[config.mk]
export PLATFORM = sky130hd
export DESIGN_NAME = key_expansion_byte_serial
export DESIGN_NICKNAME = d
export VERILOG_FILES = /design/src/rtl/aes_pkg.sv /design/src/rtl/aes_sbox.sv /design/src/rtl/key_expansion_byte_serial.sv
export SDC_FILE = /design/constraint.sdc
export NUM_CORES = 1
export LEC_CHECK = 0
export CORE_MARGIN = 4
export CORE_UTILIZATION = 40
export CTS_CLUSTER_DIAMETER = 120
export CTS_CLUSTER_SIZE = 10
export DETAILED_ROUTE_END_ITERATION = 16
export SLEW_MARGIN = 10
export SYNTH_ARGS = -nofsm -noshare
export SYNTH_HDL_FRONTEND = slang
export SYNTH_SLANG_ARGS = --single-unit
[constraint.sdc]
create_clock -name clk -period 7.45 [get_ports clk]
set_input_delay 1.49 -clock clk [delete_from_list [all_inputs] [get_ports clk]]
set_output_delay 1.49 -clock clk [all_outputs]
set_load 0.005 [all_outputs]
[src/rtl/aes_pkg.sv]
// Shared AES-128 constants, counter types and lookup tables for the byte-serial key expander.
package aes_pkg;

  localparam int NB = 16;
  localparam int NR = 10;
  localparam int BYTE_W = 4;
  localparam int ROUND_W = 4;

  typedef logic [BYTE_W-1:0]  byte_cnt_t;
  typedef logic [ROUND_W-1:0] round_cnt_t;

  typedef enum logic {
    ST_RUN,
    ST_DONE
  } state_t;

  // Element 0 sits in the most significant byte of the literal.
  localparam logic [0:255][7:0] SBOX = {
    128'h637c777bf26b6fc53001672bfed7ab76,
    128'hca82c97dfa5947f0add4a2af9ca472c0,
    128'hb7fd9326363ff7cc34a5e5f171d83115,
    128'h04c723c31896059a071280e2eb27b275,
    128'h09832c1a1b6e5aa0523bd6b329e32f84,
    128'h53d100ed20fcb15b6acbbe394a4c58cf,
    128'hd0efaafb434d338545f9027f503c9fa8,
    128'h51a3408f929d38f5bcb6da2110fff3d2,
    128'hcd0c13ec5f974417c4a77e3d645d1973,
    128'h60814fdc222a908846eeb814de5e0bdb,
    128'he0323a0a4906245cc2d3ac629195e479,
    128'he7c8376d8dd54ea96c56f4ea657aae08,
    128'hba78252e1ca6b4c6e8dd741f4bbd8b8a,
    128'h703eb5664803f60e613557b986c11d9e,
    128'he1f8981169d98e949b1e87e9ce5528df,
    128'h8ca1890dbfe6426841992d0fb054bb16
  };

  function automatic logic [7:0] rcon(input round_cnt_t r);
    logic [7:0] rc;
    rc = 8'h00;
    case (r)
      4'd1:    rc = 8'h01;
      4'd2:    rc = 8'h02;
      4'd3:    rc = 8'h04;
      4'd4:    rc = 8'h08;
      4'd5:    rc = 8'h10;
      4'd6:    rc = 8'h20;
      4'd7:    rc = 8'h40;
      4'd8:    rc = 8'h80;
      4'd9:    rc = 8'h1b;
      4'd10:   rc = 8'h36;
      default: rc = 8'h00;
    endcase
    return rc;
  endfunction

endpackage

[src/rtl/aes_sbox.sv]
// Combinational AES forward S-box lookup.
module aes_sbox
  import aes_pkg::*;
(
  input  logic [7:0] value,
  output logic [7:0] subst
);

  assign subst = SBOX[value];

endmodule

[src/rtl/key_expansion_byte_serial.sv]
// Byte-serial AES-128 round-key generator with an AddRoundKey XOR on the MixColumns byte stream.
//
// state   | meaning
// ST_RUN  | emitting one round-key byte per clock, rounds 0..NR
// ST_DONE | all bytes emitted; outputs frozen until reset
module key_expansion_byte_serial #(
  parameter int NR = aes_pkg::NR,
  parameter int NB = aes_pkg::NB
) (
  input  logic       clk,
  input  logic       rst,
  input  logic [7:0] input_key,
  input  logic [7:0] input_MixCol,
  output logic [7:0] key_out,
  output logic [7:0] ark_out,
  output logic       out_valid,
  output logic [3:0] round,
  output logic [3:0] byte_idx,
  output logic       done
);
  import aes_pkg::*;

  localparam round_cnt_t LAST_ROUND = round_cnt_t'(NR);
  localparam byte_cnt_t  LAST_BYTE  = byte_cnt_t'(NB - 1);

  state_t     state, state_nxt;
  byte_cnt_t  b;
  round_cnt_t r;
  logic [7:0] key_reg [NB];
  logic [1:0] row;
  logic [1:0] rot_row;
  logic [7:0] sbox_in;
  logic [7:0] sbox_out;
  logic [7:0] w;
  logic       last;

  assign row     = b[1:0];
  assign rot_row = row + 2'd1;
  // The last word (bytes 12..15) is only overwritten in column 3, after column 0
  // has finished reading it, so the in-place key register still holds the old word here.
  assign sbox_in = key_reg[{2'b11, rot_row}];
  assign last    = (r == LAST_ROUND) && (b == LAST_BYTE);

  aes_sbox u_sbox (
    .value (sbox_in),
    .subst (sbox_out)
  );

  always_comb begin
    w = input_key;
    if (r != '0) begin
      if (b[3:2] == 2'b00)
        w = key_reg[b] ^ sbox_out ^ ((row == 2'd0) ? rcon(r) : 8'h00);
      else
        w = key_reg[b] ^ key_reg[b - byte_cnt_t'(4)];
    end
  end

  always_comb begin
    state_nxt = state;
    if (state == ST_RUN && last)
      state_nxt = ST_DONE;
  end

  always_ff @(posedge clk or negedge rst) begin
    if (!rst)
      state <= ST_RUN;
    else
      state <= state_nxt;
  end

  always_ff @(posedge clk or negedge rst) begin
    if (!rst) begin
      b         <= '0;
      r         <= '0;
      key_out   <= '0;
      ark_out   <= '0;
      round     <= '0;
      byte_idx  <= '0;
      out_valid <= 1'b0;
      done      <= 1'b0;
      for (int i = 0; i < NB; i++)
        key_reg[i] <= '0;
    end else begin
      out_valid <= (state == ST_RUN);
      done      <= (state == ST_DONE);
      if (state == ST_RUN) begin
        key_reg[b] <= w;
        key_out    <= w;
        ark_out    <= input_MixCol ^ w;
        round      <= r;
        byte_idx   <= b;
        b          <= b + byte_cnt_t'(1);
        if (b == LAST_BYTE)
          r <= r + round_cnt_t'(1);
      end
    end
  end

endmodule

==> results.cfg, run 1 <==
[outcome]
status = finished clean

[floorplanning]
ios = 44
coreArea_sq_um = 28940
die_h_um = 179.7
initial_core_util_pct = 40.77
die_x_um = 179.7
die_area_sq_um = 32300
row_count = 62

[critical_path]
reg2reg_depth = 17
crit-reg2reg-launch = b[0]
crit_family = compound AO/OA/AOI/OAI gates
cp.required_ns = 7.79
worstSetupStartpointType = flop
cp.arrival_ns = 6.35
rrSetupSlack_ns = 1.45
cp_cell_sequence = inv_2, ha_1, mux4_2, inv_1, ha_1, inv_1, a21boi_0, buf_4, a221o_1, a311oi_1, o32ai_1, a31oi_1, nor4b_1, nor3b_2, buf_4, xor2_1, o21ai_0
cp.depth = 17
worst_setup_path_end_kind = flop
cp_num_buf_inv = 5
crit_slowest_cell = ha_1
critPathKind = flop to flop
timing.rr.end = ark_out[2]
crit_fanout = 18
max_stage_delay_ns = 0.90

[final_layout]
largest_reg_flops = 128
fill_cells = 2809
nNetsFinal = 1277
diodes = 0
post-route-util_pct = 44.48
multi_input_area_sq_um = 7029
final_cell_mix = 209 x nand2_1, 161 x dfrtp_1, 122 x o21ai_0
regArea_sq_um = 4081
final_common_cell = nand2_1
area_growth_pct = 9.100
drive_gt1_share_pct = 14.71

[sta]
drv_slew = 0
hold_slack_ns = 0.4785
fin_crit_sh_pct = 80.55
max_freq_mhz = 166.6
rsz0062_at_grt = false
period_minus_slack_ns = 6.001
hold_viol = 0
finalSetupViolCount = 0
slew_headroom_pct = 18.71
worst_slew_pin_slew_ns = 1.211
final.setup_skew_ns = 0.01436
final.setup.tns_ns = 0

[drt]
drt_first_pass_iters = 6
wirelength_um = 42450
ant_nets = 0
drtIter0Drc = 1508
vias = 10525
vias_per_cell = 6.465
routedWlPerCell_um = 26.08
drc = 0

[yosys]
synth_edf_count = 0
seq_area_frac_synth_pct = 34.58
syn_area_sq_um = 11800
synthCells = 1259
async_reset_ff_share_pct = 100.0
avgSynthCellArea_sq_um = 9.370
synth_simple_gate_area_share_pct = 16.10
synthMuxAreaShare_pct = 16.62
synth-compound-area-share_pct = 22.22
synth-adder-area-share_pct = 2.970
yosysWarningCount = 0
synth.ff_latch_count = 163
synthXorXnorAreaFrac_pct = 1.559
synth_top_family_by_area = compound AO/OA/AOI/OAI gates
syn_nets = 1305
ys.flop_type = dfrtp_1
synth.distinct_cells = 86

[global_routing]
grt_max_degree = 116
use_met1_pct = 36.12
grtUsageMet3_pct = 5.437
antenna_found_initial = 0
use_met2_pct = 38.10
grt_pass1_wl_um = 65050
grt_pass1_vias = 10135
grt_usage_pct = 25.72
gr-total-overflow = 0
gr-max-usage-layer = met2

[clock_tree]
cts_tree = built
cts_resized = 0
cts_buffer_depth = 2
h-tree-depth = 4
cts.sink_count = 163
root_buffer = clkbuf_16
cts_setup_buffers = 0
cts_buffers = 17
path_clk_slew_ns = 0.07
cts_hold_buf = 0
clock_latency_ns = 0.43

[hold_path]
worstHoldPathType = flop to flop
min_path_cells = 2
holdPathEnd = key_reg[116]
hold_start = key_reg[116]

[pwr]
internal_power_mw = 3.129
p_sw_share_pct = 50.82
clkPwrFrac_pct = 13.3
peakVddDrop_mv = 0.2045
p_leak_nw = 5.216
power_density_nw_per_um2 = 494.3
p_seq_share_pct = 23.6
net-switching-power_mw = 3.233
pwr-share-comb_pct = 63.1

[job]
max_cap_viol_count = 0

[place]
place_hpwl_um = 29400
portBuffers = 43
place_congestion = 1.044
area by class of cell:
cell class                      instances  share of cell area (%)
Tap cell                              384                   3.733
Sequential cell                       163                   31.71
Clock inverter                         13                  0.9819
Timing Repair Buffer                   65                   4.637
Inverter                               30                  0.8750
Clock buffer                           19                   3.442
Multi-Input combinational cell        954                   54.62
cell families (layout without fill, tap and decap cells):
group | count (synthesis) | in the layout
buffers and inverters | 142 | 127
AO/OA/AOI/OAI | 387 | 387
multiplexers | 119 | 119
XOR/XNOR | 21 | 21
flip-flops | 163 | 163
AND/OR/NAND/NOR | 399 | 399
adder cells (fa/ha/maj) | 28 | 28
cells in the mapped netlist, types with 11 or more instances:
library cell / instances / area share, %
dfrtp_1: 163 / 35
a221oi_1: 15 / 1.1
mux2i_1: 29 / 2.5
buf_2: 21 / 0.89
o21ai_1: 31 / 1.3
ha_1: 28 / 3.0
nand3_1: 26 / 1.1
mux4_2: 58 / 11
nor2_1: 32 / 1.0
or2_2: 13 / 0.69
nand2_1: 209 / 6.7
o211ai_1: 11 / 0.70
nor3_1: 15 / 0.64
a21oi_1: 47 / 2.0
buf_6: 17 / 1.6
o21ai_0: 122 / 5.2
inv_1: 27 / 0.86
nand2b_1: 20 / 1.1
a211oi_1: 16 / 1.0
nor2b_1: 23 / 1.2
clkbuf_1: 63 / 2.0
mux2_2: 30 / 2.9
xnor2_1: 12 / 0.89
how the worst max path moves through the flow:
stage,from,end,slack (ns)
after floorplan,b[1],ark_out[3],1.44
after global placement,b[0],ark_out[2],1.76
after detailed placement,b[0],ark_out[2],1.68
after CTS,b[0],ark_out[2],1.66
after global routing,b[0],ark_out[2],1.25
final,b[0],ark_out[2],1.45
power by group through the flow:
stage          Combinational (mW)  Sequential (mW)  Clock [mW]
6_report                     4.02             1.50       0.843
5_1_grt                      4.26             1.55       0.897
4_1_cts                      3.90             1.50       0.861
3_3_place_gp                 3.92             1.50           0
3_5_place_dp                 3.89             1.51           0
2_1_floorplan                2.63             1.45           0
per-stage QoR:
stage	total power [mW]	cells	setup WS, ns	instance area, sq um
3_5_place_dp	5.398	1596	1.676	12300
6_report	6.362	1628	1.449	12870
5_1_grt	6.699	1628	1.245	12870
4_1_cts	6.263	1628	1.657	12870
2_1_floorplan	4.080	1259	1.440	11800
3_3_place_gp	5.421	1596	1.760	12300
worst reg2reg max path, cell delays in order (launching register included):
cell and delay, ns:
dfrtp_2 0.52, inv_2 0.14, ha_1 0.38, mux4_2 0.48
inv_1 0.25, ha_1 0.90, inv_1 0.38, a21boi_0 0.25
buf_4 0.19, a221o_1 0.20, a311oi_1 0.11, o32ai_1 0.83
a31oi_1 0.23, nor4b_1 0.40, nor3b_2 0.09, buf_4 0.22
xor2_1 0.17, o21ai_0 0.17
metal layers:
layer	wire [um]	part of all wire, %
met2	18480	44
met1	17970	42
met3	3754	8.8
met5	0	0
met4	2244	5.3
Power figures use the tool's default switching activity.
==> run 2: changes to the inputs <==
==> constraint.sdc (replaced) <==
create_clock -name clk -period 5.95 [get_ports clk]
set_input_delay 1.19 -clock clk [delete_from_list [all_inputs] [get_ports clk]]
set_output_delay 1.19 -clock clk [all_outputs]
set_load 0.005 [all_outputs]
==> run 2 against run 1 <==
Against the previous run: fmax up 8.2%; critical path type unchanged; sequential power increased by 26%; die area stayed put; sequential share of layout area shrank 0.67 points; largest cell class unchanged.
==> results.cfg, run 2 (same netlist as run 1, synthesis figures left out) <==
[final_layout]
diodes = 0
area_growth_pct = 11.44
largest_reg_flops = 128
stdcell_count = 1654
nNetsFinal = 1303
final_common_cell = nand2_1
fill_cells = 2800
final_cell_mix = 209 x nand2_1, 161 x dfrtp_1, 122 x o21ai_0
drive_gt1_share_pct = 16.54
final_cell_area_sq_um = 13150

[sta]
finalSetupViolCount = 0
slew_headroom_pct = 24.77
max_freq_mhz = 180.3
drv_slew = 0
period_minus_slack_ns = 5.545
final.setup_skew_ns = 0.01568
final.setup.tns_ns = 0
rsz0062_at_grt = false
fin_crit_sh_pct = 93.20
hold_viol = 0
worst_slew_pin_slew_ns = 1.121

[drt]
m1WireLength_um = 18690
drc = 0
routedWlPerCell_um = 26.18
wl_met2_um = 19070
wirelength_um = 43300
top_layer = met4
vias_per_cell = 6.465
ant_nets = 0
vias = 10693
drt_first_pass_iters = 8
routed-wl-met3_um = 3418
drtIter0Drc = 1377

[floorplanning]
die_h_um = 179.7
row_count = 62
die_x_um = 179.7
coreArea_sq_um = 28940
initial_core_util_pct = 40.77
die_area_sq_um = 32300
ios = 44

[critical_path]
crit-reg2reg-launch = b[0]
reg2reg_depth = 14
crit_family = compound AO/OA/AOI/OAI gates
worstSetupStartpointType = flop
cp_cell_sequence = inv_2, ha_1, buf_4, mux4_4, buf_4, nand2b_1, a2111oi_0, a311o_1, a31oi_1, a221oi_1, o31a_1, o31a_1, xor2_1, o21ai_1
rrSetupSlack_ns = 0.40
startpoint = b[0]
cp.depth = 14
worst_setup_path_end_kind = flop
crit_slowest_cell = a2111oi_0
cp.required_ns = 6.25
cp_num_buf_inv = 3
cp.arrival_ns = 5.84
max_stage_delay_ns = 0.93
crit_fanout = 46
endpoint = ark_out[5]
critPathKind = flop to flop
timing.rr.end = ark_out[5]

[global_routing]
grt_pass1_vias = 10453
grt_usage_pct = 26.45
gr-total-overflow = 0
grt_pass1_wl_um = 66790
antenna_found_initial = 0
grt_max_degree = 92

[job]
max_cap_viol_count = 0

[clock_tree]
cts_tree = built
cts_buffers = 17
cts_resized = 0
cts_setup_buffers = 0
cts_hold_buf = 0
h-tree-depth = 4
cts.sink_count = 163
cts_buffer_depth = 2
root_buffer = clkbuf_16
path_clk_slew_ns = 0.07
clock_latency_ns = 0.44

[outcome]
status = finished clean

[pwr]
power_density_nw_per_um2 = 630.7
clkPwrFrac_pct = 14.3
p_seq_share_pct = 22.8
internal_power_mw = 4.160
p_leak_nw = 5.372
peakVddDrop_mv = 0.3616
net-switching-power_mw = 4.132
power_mw = 8.292
p_sw_share_pct = 49.83
pwr-share-comb_pct = 62.9

[place]
place_hpwl_um = 30710
placed_cell_area_sq_um = 12510
place_congestion = 1.057
dp.cells = 1622
portBuffers = 43

[hold_path]
worstHoldPathType = flop to flop
-- run 2: stage by stage --
stage | hold slack, ns | setup slack, ns | util (%)
after global placement | 0.4572 | 0.6884 | 43.23
final | 0.4790 | 0.4048 | 45.43
after detailed placement | 0.4611 | 0.6190 | 43.23
after floorplan | 0.4446 | 0.1958 | -
after CTS | 0.4774 | 0.5931 | 45.43
after global routing | 0.5059 | 0.2666 | 45.43
-- run 2: cell type report --
cell class	count	area, sq um	share of cell area [%]
Clock buffer	17	425.4	3.236
Clock inverter	15	212.7	1.618
Inverter	30	112.6	0.8566
Multi-Input combinational cell	954	7029	53.47
Sequential cell	163	4081	31.05
Tap cell	384	480.5	3.655
Timing Repair Buffer	91	804.5	6.120
-- run 2: worst min-delay path by stage --
| stage | startpoint | to | slack [ns] | cells after the start |
|---|---|---|---|---|
| global placement | key_reg[32] | key_reg[32] | 0.46 | 2 |
| finish | key_reg[91] | key_reg[91] | 0.48 | 2 |
| floorplan | key_reg[104] | key_reg[104] | 0.44 | 2 |
| global route | key_reg[40] | key_reg[40] | 0.51 | 2 |
| CTS | key_reg[79] | key_reg[79] | 0.48 | 2 |
| detailed placement | key_reg[79] | key_reg[79] | 0.46 | 2 |
-- run 2: per-layer routing --
metal,track usage (%),vias up
met1,37.35,5306
li1,-,4680
met4,12.07,0
met2,39.22,578
met5,0,-
met3,5.538,129
-- run 2: power by group through the flow --
stage                     logic (mW)  clock network (mW)  registers, mW
after floorplan                 3.30                   0           1.81
after global placement          5.11                   0           1.88
after detailed placement        5.06                   0           1.90
after CTS                       5.07                1.21           1.89
after global routing            5.54                1.26           1.95
final                           5.22                1.19           1.89
-- run 2: worst reg2reg max path: cells and delay by family (launching register included) --
family          cells  cell delay [ns]
compound gates      7             2.66
mux                 1             0.79
buf+inv             3             0.74
flops               1             0.38
fa+ha+maj           1             0.36
simple gates        1             0.28
xor+xnor            1             0.20
